### config.mk
export PLATFORM = sky130hd
export DESIGN_NAME = mult_nibble_seq
export DESIGN_NICKNAME = d
export VERILOG_FILES = /design/src/rtl/mult_seq_pkg.sv /design/src/rtl/multiplier.sv /design/src/rtl/mult_nibble_seq.sv
export SDC_FILE = /design/constraint.sdc
export NUM_CORES = 1
export LEC_CHECK = 0
export CAP_MARGIN = 10
export CORE_ASPECT_RATIO = 1.1
export CORE_UTILIZATION = 55
export CTS_BUF_LIST = sky130_fd_sc_hd__clkbuf_4 sky130_fd_sc_hd__clkbuf_8
export DETAILED_ROUTE_END_ITERATION = 6
export GPL_TIMING_DRIVEN = 0
export HOLD_SLACK_MARGIN = 0.05
export PLACE_DENSITY = 0.86
export SLEW_MARGIN = 40
export SYNTH_ARGS = -nofsm -noshare
export SYNTH_HDL_FRONTEND = slang
export SYNTH_HIERARCHICAL = 1
export SYNTH_SLANG_ARGS = --single-unit
### constraint.sdc
create_clock -name clk -period 8.5 [get_ports clk]
set_input_delay 1.7 -clock clk [delete_from_list [all_inputs] [get_ports clk]]
set_output_delay 1.7 -clock clk [all_outputs]
set_load 0.005 [all_outputs]
### src/rtl/mult_seq_pkg.sv
// Shared definitions for the sequential nibble multiplier: FSM encoding and nibble width.
package mult_seq_pkg;

  localparam int NIB_W = 4;

  typedef enum logic [1:0] {
    ST_IDLE = 2'd0,
    ST_MUL  = 2'd1,
    ST_DONE = 2'd2
  } state_t;

endpackage

### src/rtl/multiplier.sv
// 4x4 unsigned array multiplier: AND-gate partial products summed by rows of ripple full adders.
module multiplier (
  output logic [7:0] P,
  input  logic [3:0] X,
  input  logic [3:0] Y
);

  // Full adder expressed as gates; returns {carry, sum}.
  function automatic logic [1:0] fa(input logic x, input logic y, input logic ci);
    fa = {(x & y) | (x & ci) | (y & ci), x ^ y ^ ci};
  endfunction

  logic [7:0] acc_s;
  logic [7:0] row_s;
  logic       c_s;

  // Add each shifted partial-product row into the running sum, one ripple row per multiplier bit.
  always_comb begin
    acc_s = {4'b0000, X & {4{Y[0]}}};
    row_s = 8'b0000_0000;
    c_s   = 1'b0;
    for (int j = 1; j < 4; j++) begin
      row_s = {4'b0000, X & {4{Y[j]}}} << j;
      c_s   = 1'b0;
      for (int k = 0; k < 8; k++) begin
        {c_s, acc_s[k]} = fa(acc_s[k], row_s[k], c_s);
      end
    end
    P = acc_s;
  end

endmodule

### src/rtl/mult_nibble_seq.sv
// Sequential W x W unsigned multiplier: walks every nibble pair through one shared 4x4 array,
// shifting each partial product into place and accumulating at full 2W precision.
module mult_nibble_seq
  import mult_seq_pkg::*;
#(
  parameter int N_DIG = 2
) (
  input  logic                   clk,
  input  logic                   rst,
  input  logic                   start,
  input  logic [4*N_DIG-1:0]     a,
  input  logic [4*N_DIG-1:0]     b,
  output logic                   busy,
  output logic                   done,
  output logic [8*N_DIG-1:0]     product
);

  localparam int W      = NIB_W * N_DIG;
  localparam int PROD_W = 2 * W;
  localparam int STEPS  = N_DIG * N_DIG;
  localparam int STEP_W = (STEPS > 1) ? $clog2(STEPS) : 1;

  localparam logic [STEP_W-1:0] NDIG_S = STEP_W'(N_DIG);
  localparam logic [STEP_W-1:0] LAST_S = STEP_W'(STEPS - 1);

  state_t              state_r, state_s;
  logic [STEP_W-1:0]   step_r,  step_s;
  logic [W-1:0]        a_r,     a_s;
  logic [W-1:0]        b_r,     b_s;
  logic [PROD_W-1:0]   acc_r,   acc_s;
  logic [PROD_W-1:0]   product_r, product_s;
  logic                busy_r,  busy_s;
  logic                done_r,  done_s;

  logic [STEP_W-1:0]   i_s, j_s;
  logic [STEP_W+1:0]   shift_s;
  logic [3:0]          x_s, y_s;
  logic [7:0]          p_s;
  logic [PROD_W-1:0]   term_s;

  // Nibble selection for the current step and placement of the partial product.
  always_comb begin
    i_s     = step_r / NDIG_S;
    j_s     = step_r % NDIG_S;
    shift_s = {i_s + j_s, 2'b00};
    x_s     = a_r[{i_s, 2'b00} +: 4];
    y_s     = b_r[{j_s, 2'b00} +: 4];
    term_s  = PROD_W'(p_s) << shift_s;
  end

  multiplier u_array (
    .P (p_s),
    .X (x_s),
    .Y (y_s)
  );

  // Next-state and next-output logic; all outputs leave the block through registers.
  always_comb begin
    state_s   = state_r;
    step_s    = step_r;
    a_s       = a_r;
    b_s       = b_r;
    acc_s     = acc_r;
    product_s = product_r;
    busy_s    = 1'b0;
    done_s    = 1'b0;
    case (state_r)
      ST_IDLE, ST_DONE: begin
        if (start) begin
          a_s     = a;
          b_s     = b;
          acc_s   = {PROD_W{1'b0}};
          step_s  = {STEP_W{1'b0}};
          state_s = ST_MUL;
          busy_s  = 1'b1;
        end else begin
          state_s = ST_IDLE;
        end
      end
      ST_MUL: begin
        acc_s = acc_r + term_s;
        if (step_r == LAST_S) begin
          product_s = acc_r + term_s;
          step_s    = {STEP_W{1'b0}};
          state_s   = ST_DONE;
          done_s    = 1'b1;
        end else begin
          step_s = step_r + {{(STEP_W-1){1'b0}}, 1'b1};
          busy_s = 1'b1;
        end
      end
      default: begin
        state_s = ST_IDLE;
      end
    endcase
  end

  // State, datapath and output registers with synchronous reset that aborts any operation.
  always_ff @(posedge clk) begin
    if (rst) begin
      state_r   <= ST_IDLE;
      step_r    <= {STEP_W{1'b0}};
      a_r       <= {W{1'b0}};
      b_r       <= {W{1'b0}};
      acc_r     <= {PROD_W{1'b0}};
      product_r <= {PROD_W{1'b0}};
      busy_r    <= 1'b0;
      done_r    <= 1'b0;
    end else begin
      state_r   <= state_s;
      step_r    <= step_s;
      a_r       <= a_s;
      b_r       <= b_s;
      acc_r     <= acc_s;
      product_r <= product_s;
      busy_r    <= busy_s;
      done_r    <= done_s;
    end
  end

  assign busy    = busy_r;
  assign done    = done_r;
  assign product = product_r;

endmodule

==> results by group, run 1 <==
Worst setup path
  • Crit-path max FO: 9
  • Critical path destination: acc_r[13]$_SDFFE_PP0P_
  • Worst r2r src: step_r[0]$_SDFFE_PP0P_
  • Setup crit start kind: register
  • Critical Path RT: 8.71 ns
  • FF-to-FF setup slack: 1.99 ns
  • CP Class: reg -> reg
  • Worst setup startpoint: step_r[0]$_SDFFE_PP0P_
  • Worst reg2reg path depth: 24
  • CP endpoint kind: register
  • Critical Path AT: 6.73 ns
  • Critical R2R Capture: acc_r[13]$_SDFFE_PP0P_

Route
  • Via density: 5.70
  • Routed len/inst: 15.0 um
  • DRT Pass-1 Iters: 6
  • Post-route antenna net violation count: 0
  • Residual DRC count: 0
  • DRT iter0 DRCs: 156
  • Vias: 2969
  • Drt total wl: 7.83 mm

Cells and area
  • Multi-input gate area in the final layout: 2070 um^2
  • N_diodes: 0
  • Register area: 1080 um^2
  • Synthesis-to-layout area growth: 16.7%
  • Layout cells sized above 1: 0.0721
  • Fin area: 3870 um^2
  • Fillers: 510
  • Nets@finish: 492

Yosys
  • Cells after Synth: 400
  • Yosys warning count: 6
  • Net Count, Synth: 449
  • Ys flop type: dfxtp_1
  • Synth top area share: 0.326
  • Post-synthesis async set-or-reset flop share: 0
  • Post-synth EDFFs: 0
  • Syn Area/Cell: 8.30 um^2
  • Synth Cell Area: 3320 um^2
  • Largest area contributor in the netlist: dfxtp_1
  • Yosys reg bits: 54
  • Seq/Total Area, Yosys: 0.326
  • Distinct cell type count after synthesis: 54
  • Synth area leaders: dfxtp_1 (33%), ha_1 (7.9%), nand2_1 (7.8%), a21oi_1 (5.7%), fa_1 (5.4%)

Clocking
  • Worst skew pair latency: 0.32 ns
  • Root buf cell: clkbuf_8
  • Htree depth: 2
  • PostCTS Resize Cnt: 0
  • Clock buffer depth: 2
  • CTS tree: built
  • Setup Buffers After CTS: 0
  • Hold buffer count at cts: 0
  • CTS Buf Count: 5
  • CTS clk-pin slew, worst paths: 0.11 ns
  • # clock sinks: 54

Floorplanning
  • # IOs: 37
  • Placeable Area: 5810 um^2
  • Initial Utilization: 0.572
  • Die H: 83.5 um
  • Rows: 29
  • Die area: 6350 um^2
  • Die X: 76.1 um

Timing
  • Max frequency: 154 MHz
  • Max Slew Vio Count: 0
  • Final Hold Fails: 0
  • Final min period: 6.51 ns
  • Relative slew slack: 0.455
  • Final Skew: 0.0107 ns
  • Unrepaired setup endpoints after global routing: false
  • Total Neg Setup Slack: 0 ns
  • Slew @ Worst Pin: 0.813 ns
  • Period Utilization, post-route: 0.766
  • Count of final setup violators: 0

Pwr
  • Power per Cell Area: 123 nW/um^2
  • Register share of total power: 0.553
  • Net Switching: 0.000132 W
  • Maximum vdd drop: 106 uV
  • Leakage: 1.58 nW
  • Internal power: 0.000345 W
  • Combinational group share of total power: 0.123
  • Switching Fraction: 0.277
  • Clock power share: 0.323

Hold path
  • Min-Delay Path Class: reg -> reg

Flow run
  • Max_cap viols: 0

Outcome
  • Status: finished, final reports clean

Place
  • Port Buffer Count: 36
  • Placer Congestion: 0.978
  • Dpl hpwl: 6.07 mm
  • Dpl cell area: 3780 um^2

Global routing
  • Initial antenna violation count: 0
  • Vias in the first global route: 2873
  • Grt ovf: 0
  • Largest net degree at the start of global routing: 20
  • Gr usage total: 0.262
  • First-pass GRT wire length: 13.1 mm
==> cells by family after synthesis <==
kind of cell / after synthesis / synth area share
flops: 54 / 0.326
simple gates: 155 / 0.228
buf+inv: 39 / 0.0497
compound gates: 96 / 0.188
mux: 12 / 0.0392
fa+ha+maj: 30 / 0.133
xor+xnor: 14 / 0.0369
==> power groups by stage <==
stage                     sequential, W  clock (W)  combinational [W]
after CTS                      0.000264   0.000158          0.0000584
after detailed placement       0.000270          0          0.0000581
after global placement         0.000269          0          0.0000564
final                          0.000264   0.000154          0.0000589
after global routing           0.000265   0.000169          0.0000651
after floorplan                0.000268          0          0.0000375
==> layout by cell type, fill, tap and decap left out, types with 4 or more instances in the layout <==
master and instances:
mux2_2 8, a22oi_1 7, dfxtp_1 54, ha_1 21, nand2_1 69, fa_1 9
and2_2 8, xnor2_1 9, and3_1 5, nor2b_1 9, clkdlybuf4s50_1 36, o211ai_1 5
nand2b_1 4, and2_1 7, a21oi_1 38, a31oi_1 4, clkbuf_8 5, nor2_1 27
o21ai_0 6, a22o_1 11, nand3_1 9, clkbuf_1 15, xor2_1 5, inv_1 15
mux2i_1 4, o21ai_1 4
==> cells in the mapped netlist (all sizes together), types with 3 or more instances <==
| library cell | number |
|---|---|
| o211ai | 5 |
| fa | 9 |
| a22oi | 7 |
| o31ai | 3 |
| a31oi | 4 |
| and2 | 16 |
| nand3 | 9 |
| o21ai | 10 |
| buf | 9 |
| a22o | 11 |
| nand2b | 4 |
| a211oi | 3 |
| a21oi | 38 |
| a21o | 3 |
| clkbuf | 15 |
| xnor2 | 9 |
| mux2 | 8 |
| nand4 | 4 |
| mux2i | 4 |
| nand2 | 69 |
| ha | 21 |
| nor2 | 27 |
| xor2 | 5 |
| dfxtp | 54 |
| nor2b | 9 |
| and3 | 5 |
| inv | 15 |
==> critical path, cell delays in order (launching register included) <==
cell and delay (ns):
dfxtp_1 0.53, mux2_2 0.42, and2_2 0.20, ha_1 0.19, fa_1 0.36, inv_1 0.08
fa_1 0.40, inv_1 0.10, fa_1 0.18, inv_1 0.06, fa_1 0.47, fa_1 0.45
fa_1 0.39, fa_1 0.49, inv_1 0.05, mux2i_1 0.19, nor2_1 0.07, ha_1 0.27
clkbuf_1 0.21, a21oi_1 0.36, o21ai_1 0.14, a31oi_1 0.30, nand3_1 0.13, xor2_1 0.16
a22o_1 0.21
==> layout make-up <==
| type | count | area share |
|---|---|---|
| clock inverters | 3 | 0.00743 |
| inverters | 15 | 0.0145 |
| repair buffers | 36 | 0.0930 |
| clock buffers | 5 | 0.0178 |
| plain buffers | 24 | 0.0281 |
| well taps | 77 | 0.0249 |
| multi-input cells | 307 | 0.535 |
| flip-flops and latches | 54 | 0.279 |
==> registers in the layout (all words and copies together), names as in the netlist <==
signal	flops
a_r	8
acc_r	16
b_r	8
busy	1
done	1
product	16
state_r	2
step_r	2
==> how the worst min path moves through the flow <==
stage | start | to | slack [ns] | cells after the start
after global placement | b_r[0]$_SDFFE_PP0P_ | b_r[0]$_SDFFE_PP0P_ | 0.44 | 2
after floorplan | acc_r[11]$_SDFFE_PP0P_ | acc_r[11]$_SDFFE_PP0P_ | 0.43 | 2
after CTS | product[0]$_SDFFE_PP0P_ | product[0]$_SDFFE_PP0P_ | 0.46 | 2
after global routing | b_r[0]$_SDFFE_PP0P_ | b_r[0]$_SDFFE_PP0P_ | 0.48 | 2
final | a_r[1]$_SDFFE_PP0P_ | a_r[1]$_SDFFE_PP0P_ | 0.46 | 2
after detailed placement | a_r[4]$_SDFFE_PP0P_ | a_r[4]$_SDFFE_PP0P_ | 0.45 | 2
==> metal layers <==
metal  GRT usage  routed length (um)  part of all wire
met3      0.0372                 276             0.035
met4       0.136                 305             0.039
met5           0                   0                 0
met2       0.460                3760              0.48
met1       0.309                3480              0.44
==> through the flow <==
step / instances / setup WS [ns] / utilization / hold slack [ns] / total power [W]
after global routing: 521 / 1.58 / 0.667 / 0.478 / 0.000498
final: 521 / 1.99 / 0.667 / 0.463 / 0.000477
after global placement: 513 / 2.18 / 0.651 / 0.439 / 0.000326
after floorplan: 400 / 2.56 / - / 0.432 / 0.000306
after CTS: 521 / 2.00 / 0.667 / 0.463 / 0.000480
after detailed placement: 513 / 2.02 / 0.651 / 0.447 / 0.000328
No activity file was read; power rests on OpenSTA's default activity.
==> run 2: changes to the inputs <==
==> constraint.sdc (replaced) <==
create_clock -name clk -period 6.4 [get_ports clk]
set_input_delay 1.28 -clock clk [delete_from_list [all_inputs] [get_ports clk]]
set_output_delay 1.28 -clock clk [all_outputs]
set_load 0.005 [all_outputs]
==> run 2 against run 1 <==
Effect of this change:
- sequential cell count stayed put
- die area stayed put
- worst hold slack hardly changed
- combinational power is 36% higher
- highest routed layer unchanged
==> results by group, run 2 (synthesis gave the netlist of run 1 again) <==
Outcome
  • Status: finished, final reports clean

Worst setup path
  • Worst setup startpoint: step_r[0]$_SDFFE_PP0P_
  • CP max stage cell: fa_1
  • Worst reg2reg path depth: 23 (-4.2%)
  • Critical Path RT: 6.66 ns (-2.05 ns)
  • CP delay by family, top: adder cells
  • Worst r2r src: step_r[0]$_SDFFE_PP0P_
  • CP endpoint kind: register
  • Critical Path Max Stage Delay: 0.49 ns (-0.04 ns)
  • Worst path depth: 23 (-4.2%)
  • Critical Path AT: 6.41 ns (-0.32 ns)
  • Crit-path max FO: 9 (unchanged)
  • Critical R2R Capture: product[10]$_SDFFE_PP0P_
  • FF-to-FF setup slack: 0.25 ns (-1.74 ns)
  • Worst path cell trace: mux2_2 -> and2_2 -> ha_1 -> fa_1 -> inv_1 -> fa_1 -> inv_1 -> fa_1 -> inv_1 -> fa_1 -> fa_1 -> fa_1 -> fa_1 -> inv_1 -> mux2i_1 -> nor2_1 -> ha_2 -> nand2_1 -> o211a_1 -> o211ai_1 -> nand2_1 -> or4_1 -> nand3_1
  • Setup crit start kind: register
  • CP Buf/Inv Count: 4 (-1)
  • Critical path destination: product[10]$_SDFFE_PP0P_
  • Most frequent CP cell: fa_1
  • CP Class: reg -> reg

Floorplanning
  • # IOs: 37 (unchanged)
  • Die X: 76.1 um (unchanged)
  • Die H: 83.5 um (unchanged)
  • Rows: 29 (unchanged)
  • Initial Utilization: 0.572 (unchanged)
  • Placeable Area: 5810 um^2 (unchanged)
  • Die area: 6350 um^2 (unchanged)

Global routing
  • Largest net degree at the start of global routing: 20 (unchanged)
  • Vias in the first global route: 2884 (+0.38%)
  • Initial antenna violation count: 0 (unchanged)
  • Grt ovf: 0 (unchanged)
  • First-pass GRT wire length: 13.2 mm (+0.32%)
  • Gr usage total: 0.262 (+0.000703)

Cells and area
  • Commonest non-fill, non-tap cell in the layout: nand2_1
  • Layout cells sized above 1: 0.0968 (+0.0248)
  • N_diodes: 0 (unchanged)
  • Nets@finish: 492 (unchanged)
  • Synthesis-to-layout area growth: 18.9%
  • Final Instance Count excl. Fillers: 521 (unchanged)
  • Most frequent cells in the layout: nand2_1 (69), dfxtp_1 (52), a21oi_1 (36), clkdlybuf4s50_1 (36), nor2_1 (27)

Route
  • Vias: 3002 (+1.1%)
  • Via density: 5.76 (+1.1%)
  • Residual DRC count: 0 (unchanged)
  • DRT iter0 DRCs: 192 (+23%)
  • Routed len/inst: 15.4 um (+2.4%)
  • DRT Pass-1 Iters: 4 (-2)
  • Post-route antenna net violation count: 0 (unchanged)
  • Drt total wl: 8.01 mm (+2.4%)

Clocking
  • Clock buffer depth: 2 (unchanged)
  • Htree depth: 2 (unchanged)
  • CTS Buf Count: 5 (unchanged)
  • Hold buffer count at cts: 0 (unchanged)
  • Worst skew pair latency: 0.32 ns (about the same)
  • CTS clk-pin slew, worst paths: 0.11 ns (about the same)
  • CTS tree: built
  • # clock sinks: 54 (unchanged)
  • Root buf cell: clkbuf_8

Timing
  • Final Skew: 0.0100 ns (-0.000650 ns)
  • Final Hold Fails: 0 (unchanged)
  • Final min period: 6.15 ns (-0.364 ns)
  • Slew @ Worst Pin: 0.827 ns (+0.0141 ns)
  • Period Utilization, post-route: 0.960 (+0.194)
  • Setup ws final: 0.253 ns (-1.74 ns)
  • Relative slew slack: 0.446 (-0.00946)
  • Max frequency: 163 MHz (+5.9%)
  • WHS: 0.462 ns (-0.000340 ns)
  • Max Slew Vio Count: 0 (unchanged)
  • Count of final setup violators: 0 (unchanged)

Flow run
  • Max_cap viols: 0 (unchanged)

Place
  • Placer Congestion: 0.978 (unchanged)
  • Cells after DPL: 513 (unchanged)
  • Dpl hpwl: 6.07 mm (unchanged)
  • Pre-CTS WS: -0.0754 ns (-2.10 ns)
  • Port Buffer Count: 36 (unchanged)

Hold path
  • Min-Delay Path Class: reg -> reg

Pwr
  • Total chip power: 0.000634 W (+33%)
  • Power per Cell Area: 161 nW/um^2 (+31%)
  • Maximum vdd drop: 140 uV (+32%)
  • Leakage: 1.59 nW (+0.63%)
[run 2: changes by cell type in the layout (fill, tap and decap cells not counted), sizes merged]
cell    previous run  this run
clkbuf            20        19
buf                9        10
[run 2: metrics by stage]
| stage | instance area [um^2] | setup TNS (ns) | utilization |
|---|---|---|---|
| detailed placement | 3780 | -0.101 | 0.651 |
| global route | 3950 | -0.0390 | 0.680 |
| floorplan | 3320 | 0 | - |
| finish | 3950 | 0 | 0.680 |
| CTS | 3880 | 0 | 0.669 |
| global placement | 3780 | 0 | 0.651 |
[run 2: layout make-up]
| type | instances | area [um^2] |
|---|---|---|
| inverter | 15 | 56.3 |
| clock inverter | 3 | 28.8 |
| clock buffer | 5 | 68.8 |
| multi-input combinational | 307 | 2130 |
| sequential | 54 | 1090 |
| tap | 77 | 96.3 |
| timing repair buffer | 37 | 368 |
| buffer | 23 | 108 |
| fill | 497 | 1860 |
[run 2: power by group]
| part | leakage, nW | internal, W | switching [W] | total (W) |
|---|---|---|---|---|
| logic | 1.10 | 0.0000332 | 0.0000467 | 0.0000800 |
| registers | 0.440 | 0.000344 | 0.00000589 | 0.000350 |
| clock network | 0.0502 | 0.0000813 | 0.000123 | 0.000204 |
| total | 1.59 | 0.000459 | 0.000175 | 0.000634 |
[run 2: routing by layer]
| layer | GRT usage | vias to the layer above | share of wire |
|---|---|---|---|
| li1 | - | 1468 | - |
| met1 | 0.309 | 1418 | 0.43 |
| met2 | 0.462 | 93 | 0.49 |
| met3 | 0.0372 | 23 | 0.049 |
| met4 | 0.136 | 0 | 0.035 |
| met5 | 0 | - | 0 |
[run 2: repair_timing]
action	CTS	global route
endpoints found under the setup margin	3	17
cloned	0	0
setup buffers	0	1
resized for setup	3	13
pin swaps	0	3
[run 2: worst min-delay path by stage]
stage	startpoint	endpoint	cells past startpoint	slack, ns
final	product[3]$_SDFFE_PP0P_	product[3]$_SDFFE_PP0P_	2	0.46
after global routing	b_r[0]$_SDFFE_PP0P_	b_r[0]$_SDFFE_PP0P_	2	0.48
after CTS	product[0]$_SDFFE_PP0P_	product[0]$_SDFFE_PP0P_	2	0.46
after detailed placement	a_r[4]$_SDFFE_PP0P_	a_r[4]$_SDFFE_PP0P_	2	0.45
after global placement	b_r[0]$_SDFFE_PP0P_	b_r[0]$_SDFFE_PP0P_	2	0.44
after floorplan	acc_r[11]$_SDFFE_PP0P_	acc_r[11]$_SDFFE_PP0P_	2	0.43
[run 2: worst reg2reg max path, cell delays in order (launching register included)]
cell	delay, ns
dfxtp_4	0.41
mux2_2	0.38
and2_2	0.20
ha_1	0.19
fa_1	0.36
inv_1	0.08
fa_1	0.40
inv_1	0.10
fa_1	0.18
inv_1	0.06
fa_1	0.47
fa_1	0.45
fa_1	0.39
fa_1	0.49
inv_1	0.06
mux2i_1	0.19
nor2_1	0.08
ha_2	0.46
nand2_1	0.09
o211a_1	0.15
o211ai_1	0.28
nand2_1	0.12
or4_1	0.41
nand3_1	0.09
